### src/rtl/multicycle_ctrl.sv
// multicycle_ctrl: FETCH/DECODE/EXEC/MEM/WB sequencer with shared memory-port handshake and timeout fault
module multicycle_ctrl #(
  parameter int MEM_TIMEOUT = 16,
  parameter int CNT_W = 16
) (
  input  logic             clk,
  input  logic             reset,
  input  logic             run,
  input  logic             halt,
  input  logic [3:0]       ir_op,
  input  logic             zero,
  input  logic             lt,
  input  logic             mem_ready,
  output logic             mem_req,
  output logic             mem_we,
  output logic             ir_write,
  output logic             pc_write,
  output logic             pc_src,
  output logic             reg_write,
  output logic             reg_dst,
  output logic             alu_src,
  output logic             mem_to_reg,
  output logic [3:0]       alucontrol,
  output logic             busy,
  output logic             fault,
  output logic [CNT_W-1:0] retire_cnt
);
  localparam int TW = MEM_TIMEOUT > 0 ? $clog2(MEM_TIMEOUT + 1) : 1;
  localparam logic [3:0] LDUR = 4'd1, STUR = 4'd2, BL = 4'd4, BEQ = 4'd6, BLT = 4'd7;
  typedef enum logic [3:0] {IDLE, FETCH, DECODE, EXEC, MEM_RD, MEM_WR, WB, BRANCH, FAULT} state_t;
  state_t state, next;
  logic [3:0] op;
  logic tk, retire, hs, stall, tmo, in_alu;
  logic [TW-1:0] wcnt;
  always_comb begin
    mem_req = state inside {FETCH, MEM_RD, MEM_WR};
    mem_we = state == MEM_WR;
    hs = mem_req && mem_ready;
    stall = mem_req && !mem_ready;
    tmo = MEM_TIMEOUT != 0 && stall && wcnt == TW'(MEM_TIMEOUT - 1);
    retire = state inside {WB, BRANCH} || (state == MEM_WR && mem_ready);
    ir_write = state == FETCH && mem_ready;
    pc_write = ir_write || state == BRANCH;
    pc_src = state == BRANCH && (op == BL || tk);
    reg_dst = state == BRANCH && op == BL;
    reg_write = state == WB || reg_dst;
    alu_src = state inside {EXEC, MEM_RD, MEM_WR, WB} && op inside {4'd0, 4'd1, 4'd2, 4'd3, 4'd5};
    mem_to_reg = state == WB && op == LDUR;
    in_alu = state inside {EXEC, MEM_RD, MEM_WR};
    alucontrol = !in_alu ? 4'd0
               : op inside {4'd0, 4'd6, 4'd7, 4'd9} ? 4'd2
               : op inside {4'd1, 4'd2, 4'd3, 4'd8} ? 4'd1
               : op == 4'd10 ? 4'd3
               : op == 4'd11 ? 4'd4
               : op inside {4'd5, 4'd12} ? 4'd5
               : op == 4'd13 ? 4'd6
               : op == 4'd15 ? 4'd7
               : op == 4'd14 ? 4'd8 : 4'd0;
    busy = !(state inside {IDLE, FAULT});
    fault = state == FAULT;
    next = state;
    if (tmo) next = FAULT;
    else if (retire) next = halt ? IDLE : FETCH;
    else
      case (state)
        IDLE:    next = run ? FETCH : IDLE;
        FETCH:   next = mem_ready ? DECODE : FETCH;
        DECODE:  next = EXEC;
        EXEC:    next = op == LDUR ? MEM_RD : op == STUR ? MEM_WR : op inside {BL, BEQ, BLT} ? BRANCH : WB;
        MEM_RD:  next = mem_ready ? WB : MEM_RD;
        default: next = state;
      endcase
  end
  always_ff @(posedge clk or posedge reset)
    if (reset) begin
      state <= IDLE;
      op <= '0;
      tk <= 1'b0;
      wcnt <= '0;
      retire_cnt <= '0;
    end else begin
      state <= next;
      if (state == DECODE) op <= ir_op;
      if (state == EXEC) tk <= (op == BEQ && zero) || (op == BLT && lt);
      if (stall) wcnt <= wcnt + TW'(1);
      else if (hs) wcnt <= '0;
      if (retire) retire_cnt <= retire_cnt + CNT_W'(1);
    end
endmodule

### config.mk
export PLATFORM = sky130hd
export DESIGN_NAME = multicycle_ctrl
export DESIGN_NICKNAME = d
export VERILOG_FILES = /design/src/rtl/multicycle_ctrl.sv
export SDC_FILE = /design/constraint.sdc
export NUM_CORES = 1
export LEC_CHECK = 0
export CORE_ASPECT_RATIO = 0.9
export CORE_MARGIN = 3
export CORE_UTILIZATION = 45
export CTS_CLUSTER_DIAMETER = 150
export CTS_CLUSTER_SIZE = 14
export DETAILED_ROUTE_END_ITERATION = 8
export PLACE_DENSITY = 0.76
export SLEW_MARGIN = 0
export SYNTH_ARGS = -nofsm -noshare
export SYNTH_HDL_FRONTEND = slang
export SYNTH_SLANG_ARGS = --single-unit
### constraint.sdc
create_clock -name clk -period 1.6 [get_ports clk]
set_input_delay 0.32 -clock clk [delete_from_list [all_inputs] [get_ports clk]]
set_output_delay 0.32 -clock clk [all_outputs]
set_load 0.005 [all_outputs]
**Word level (Yosys, flattened, before mapping)**

Cells that the tools add are included.
Widths: inputs -> output; s select.

- Output and inout bits: 31
- Register bits: 30
- Word-level logic and storage cells: 84
- Input bits: 11

- Reduce and logical (&&, ||, !) cells: 32
- Add/subtract/negate cells: 2
- Equality and inequality tests: 24
- Multiplexer cells: 21

Operators with widths:

| kind | count |
|---|---|
| $mux 4 | 11 |
| $eq 4x4->1 const B | 9 |
| $eq 4x3->1 const B | 8 |
| $pmux 4 s5 | 1 |
| $add 16x1->16 const B | 1 |
| $eq 4x2->1 const B | 4 |
| $reduce_bool 4->1 | 3 |
| $logic_and 1x1->1 | 11 |
| $mux 5 | 2 |
| $reduce_bool 3->1 | 3 |
| $eq 4x1->1 const B | 2 |
| $logic_not 4->1 | 2 |
| $mux 2 | 4 |
| $reduce_bool 2->1 | 4 |
| $reduce_bool 7->1 | 1 |
| $add 5x1->5 const B | 1 |
| $eq 5x4->1 const B | 1 |
| $logic_or 1x1->1 | 5 |
| $reduce_bool 5->1 | 1 |
| $mux 1 | 3 |
| $logic_not 1->1 | 2 |

**Longest topological paths before layout**

- Word-level depth: 10
- Gate-level depth with buffers: 7

**Worst setup path before layout**

OpenSTA, ideal clock, no wires.

- Kind: reg2reg
- Start point: register wcnt[0]
- End point: register state[0]
- Setup time: 0.104 ns
- Arrival: 1.673 ns
- Path buffers: 0
- Required time: 1.496 ns
- Cell stages (with the launch flop): 8
- Slack: -0.176 ns
- Clock period less this slack: 1.776 ns
- Cells stage by stage: dfrtp_1 ha_1 and3_1 ha_1 or3_1 a21oi_1 a31oi_1 o311ai_1

- Word-level cells in the longest chain between the ends: 3
- Elaborated cells on any way between the ends: 4

Ends and longest elaborated chain:

| what | RTL line | source |
|---|---|---|
| from (decl) | 34 | `logic [TW-1:0] wcnt;` |
| from (signal assigned) | 85 | `if (stall) wcnt <= wcnt + TW'(1);` |
| $eq 5x4->1 * | 40 | `tmo = MEM_TIMEOUT != 0 && stall && wcnt == TW'(MEM_TIMEOUT - 1);` |
| $logic_and 1x1->1 * | 40 |  |
| $reduce_bool 7->1 (no line) / $mux 4 (equally long branches) | - |  |
| to (signal assigned) | 82 | `state <= next;` |
| to (decl) | 31 | `state_t state, next;` |

Every way passes the cells marked *; elsewhere a longest branch is shown, timed or not.
A chain may end at the register's enable or synchronous reset.

**Worst setup path in the final report**

- Start point: register state[1]
- End point: output port alu_src

- Word-level cells in the longest chain between the ends: 3
- Elaborated cells on any way between the ends: 6

Ends and longest elaborated chain:

| what | RTL line | source |
|---|---|---|
| $eq 4x2->1 / $eq 4x3->1 (equally long branches) | 47 | `alu_src = state inside {EXEC, MEM_RD, MEM_WR, WB} && op inside {4'd0, 4'd1, 4'd2, 4'd3, 4'd5};` |
| $reduce_bool 4->1 * | 47 |  |
| $logic_and 1x1->1 * | 47 |  |
| to (decl) | 21 | `output logic alu_src,` |

Marks and branches as above.

==> impl_metrics.csv <==
group,metric,value,unit
outcome,outcome,"finished, violations left",
outcome,violations,"setup timing",
critical_path,critPathLaunchType,"flip-flop",
synth,yosysUniqueCellTypes,48,
synth,netlist.area_leader.share,42.4,%
placement,place_area,2450,um^2
synth,async_flop_share,100,%
synth,syn_nets,192,
floorplanning,dieArea,4730,um^2
power,switchingPower,0.000340,W
synth,synth_area_leaders,"dfrtp_1 (42%), xnor2_1 (6.4%), nand2_1 (3.6%)",
synth,yosysTopAreaCell,"dfrtp_1",
global_route,grt_pass1_vias,1725,
drt,finalWirelength,5540,um
placement,place_inst,287,
cells_and_area,fin_cells,315,
floorplanning,start_util,49.5,%
power,power_density,511,nW/um^2
drt,drtPass1Iterations,4,
synth,yosysSeqAreaShare,42.4,%
clock_network,clk_pin_slew,70,ps
global_route,grt_max_degree,31,
clock_network,ctsHoldBuffers,0,
power,irDropWorstVdd,0.425,mV
timing,fin_crit,1970,ps
synth,netlist_area,1770,um^2
power,power.leakage,1.39,nW
cells_and_area,final_util,81.8,%
critical_path,required,1280,ps
floorplanning,rows,20,
clock_network,clockBufferDepth,2,
critical_path,end_kind,"primary output",
timing,fin_skew,6.46,ps
timing,grt_setup_unrepaired,"yes",
global_route,overflow,0,
clock_network,cts_tree,"yes",
timing,finalSetupViolations,28,
clock_network,htreeDepth,2,
power,switching_share,22.7,%
synth,ys.warnings.count,0,
synth,synth_edf_count,0,
drt,drcViolationCount,0,
synth,syn_area_per_cell,9.95,um^2
critical_path,crit_fanout,3,
synth,netlist_instances,178,
power,p_comb_share,5.9,%
timing,hold_viol,0,
drt,drtIter0Drc,87,
cells_and_area,syn_to_final_growth,65.3,%
floorplanning,die_h,65.5,um
clock_network,cts_sinks,30,
cells_and_area,fin_area,2930,um^2
cells_and_area,fin_nets,284,
hold_path,hp-class,"primary input to async pin",
cells_and_area,diodes,0,
placement,dp_hpwl,3350,um
synth,ys.flop_type,"dfrtp_1",
power,p_int,0.00116,W
clock_network,clk_latency,280,ps
power,clkPwrFrac,42.9,%
synth,synth-seq-cells,30,
floorplanning,core-area,3580,um^2
timing,drv_slew,0,
cells_and_area,layout_commonest_cell,"buf_4",
power,p_seq_share,51.2,%
drt,num_vias,1739,
drt,wire_per_inst,17.6,um
drt,via_per_inst,5.52,
floorplanning,num_io_pins,42,
placement,gp_congestion,0.824,
flow_run,maxCapViolCount,0,
timing,fmax,0.509,GHz
drt,detail-route-antenna-nets,0,
cells_and_area,layout_common_cells,"buf_4 (35), dfrtp_1 (26), clkdlybuf4s50_1 (24), buf_6 (17)",
critical_path,path_class,"flip-flop to primary output",
timing,layout_setup_ws,-366,ps
cells_and_area,final_layout_size_suffix_gt1_share,49.8,%
clock_network,numCtsBuffers,5,
clock_network,root_buffer,"clkbuf_8",
floorplanning,die_w,72.1,um
cells_and_area,fill_cells,196,
global_route,antenna_found_initial,0,
timing,slew_headroom,70.9,%
global_route,track_usage,22.5,%
critical_path,crit_arrival,1650,ps
timing,final.setup.tns,-4240,ps
timing,max_slew.worst_pin.slew,436,ps
placement,port_buffers,41,
global_route,grt_first_pass_wirelength,8270,um
timing,post-route-period-util,123,%
==> metrics by stage <==
stage | hold WS, ps | setup slack (ps) | power (W)
5_1_grt | 436 | -435 | 0.00155
4_1_cts | 421 | -312 | 0.00148
3_5_place_dp | 465 | -472 | 0.000851
6_report | 410 | -366 | 0.00150
3_3_place_gp | 458 | -482 | 0.000848
2_1_floorplan | 411 | -94.3 | 0.000812
==> sequential cells by signal, summed over array words and instances (netlist names) <==
signal / flops
retire_cnt: 16
wcnt: 5
op: 4
state: 4
tk: 1
==> synthesized netlist by cell type, types with 2 or more instances <==
library cell and n:
buf_4 3, nand2b_4 2, nand2_1 17, a31oi_1 2, mux2_2 2, nand3_1 7, or3_1 5, xnor2_1 13
and3_1 3, clkbuf_1 3, nand3b_1 2, nor3_1 2, dfrtp_1 30, nor3_2 3, nand4_1 4, mux2_1 3
o21ai_1 7, nor2_1 9, ha_1 3, buf_2 2, inv_1 9, nand2b_1 6, o21ai_0 6, nor4_1 3
or2_1 2, a21oi_1 3, a211oi_1 2, xor2_1 5
==> worst max-delay path, stage by stage (launching register included) <==
cell      delay [ps]
dfrtp_1          440
buf_6            140
nand2_4           40
or3_4            370
a221oi_2         220
buf_2            150
==> metal layers <==
metal | up-vias | global-route usage [%] | routed length (um)
met3 | 15 | 4.74 | 161
li1 | 814 | - | -
met2 | 43 | 40.1 | 2860
met4 | 0 | 4.69 | 144
met5 | - | 0 | 0
met1 | 867 | 27.9 | 2380
==> power by group through the flow <==
stage | clock (W) | combinational [W] | sequential, W
6_report | 0.000641 | 0.0000888 | 0.000766
5_1_grt | 0.000685 | 0.0000968 | 0.000766
4_1_cts | 0.000640 | 0.0000779 | 0.000765
3_5_place_dp | 0 | 0.0000721 | 0.000779
3_3_place_gp | 0 | 0.0000692 | 0.000779
2_1_floorplan | 0 | 0.0000325 | 0.000780
==> cell families (layout without fill, tap and decap cells) <==
logic type / count (synthesis) / count (layout) / synth area share [%]
muxes: 6 / 6 / 3.74
and+or+nand+nor: 74 / 74 / 26.6
xor gates and xnor gates: 18 / 18 / 8.90
AOI/OAI and AO/OA: 28 / 28 / 10.7
DFF: 30 / 30 / 42.4
buffers and inverters: 18 / 111 / 5.01
adders and majority gates: 4 / 4 / 2.68
==> timing repair <==
item / CTS / global route
buffers inserted: 8 / 13
gates resized for setup: 96 / 39
endpoints found under the setup margin: 23 / 41
pin swaps: 19 / 10
==> worst paths after layout <==
check / startpoint / to / slack [ps] / depth (start not counted)
hold / removal: reset / state[1] / 410 / 3
setup / recovery: state[1] / alu_src / -370 / 5
min in group clk: mem_ready / state[1] / 470 / 3
hold reg to reg: retire_cnt[15] / retire_cnt[15] / 470 / 1
setup reg to reg: wcnt[1] / state[0] / -210 / 7
max in group asynchronous: reset / retire_cnt[6] / 880 / 3
==> layout make-up <==
type / count / area [um^2] / share of cell area, %
sequential: 30 / 756 / 25.8
clock inverter: 1 / 5.00 / 0.171
tap: 44 / 55.1 / 1.88
timing repair buffer: 94 / 835 / 28.5
multi-input combinational: 130 / 1160 / 39.5
inverter: 9 / 33.8 / 1.15
clock buffer: 7 / 86.3 / 2.95
No activity file was read; power rests on OpenSTA's default activity.
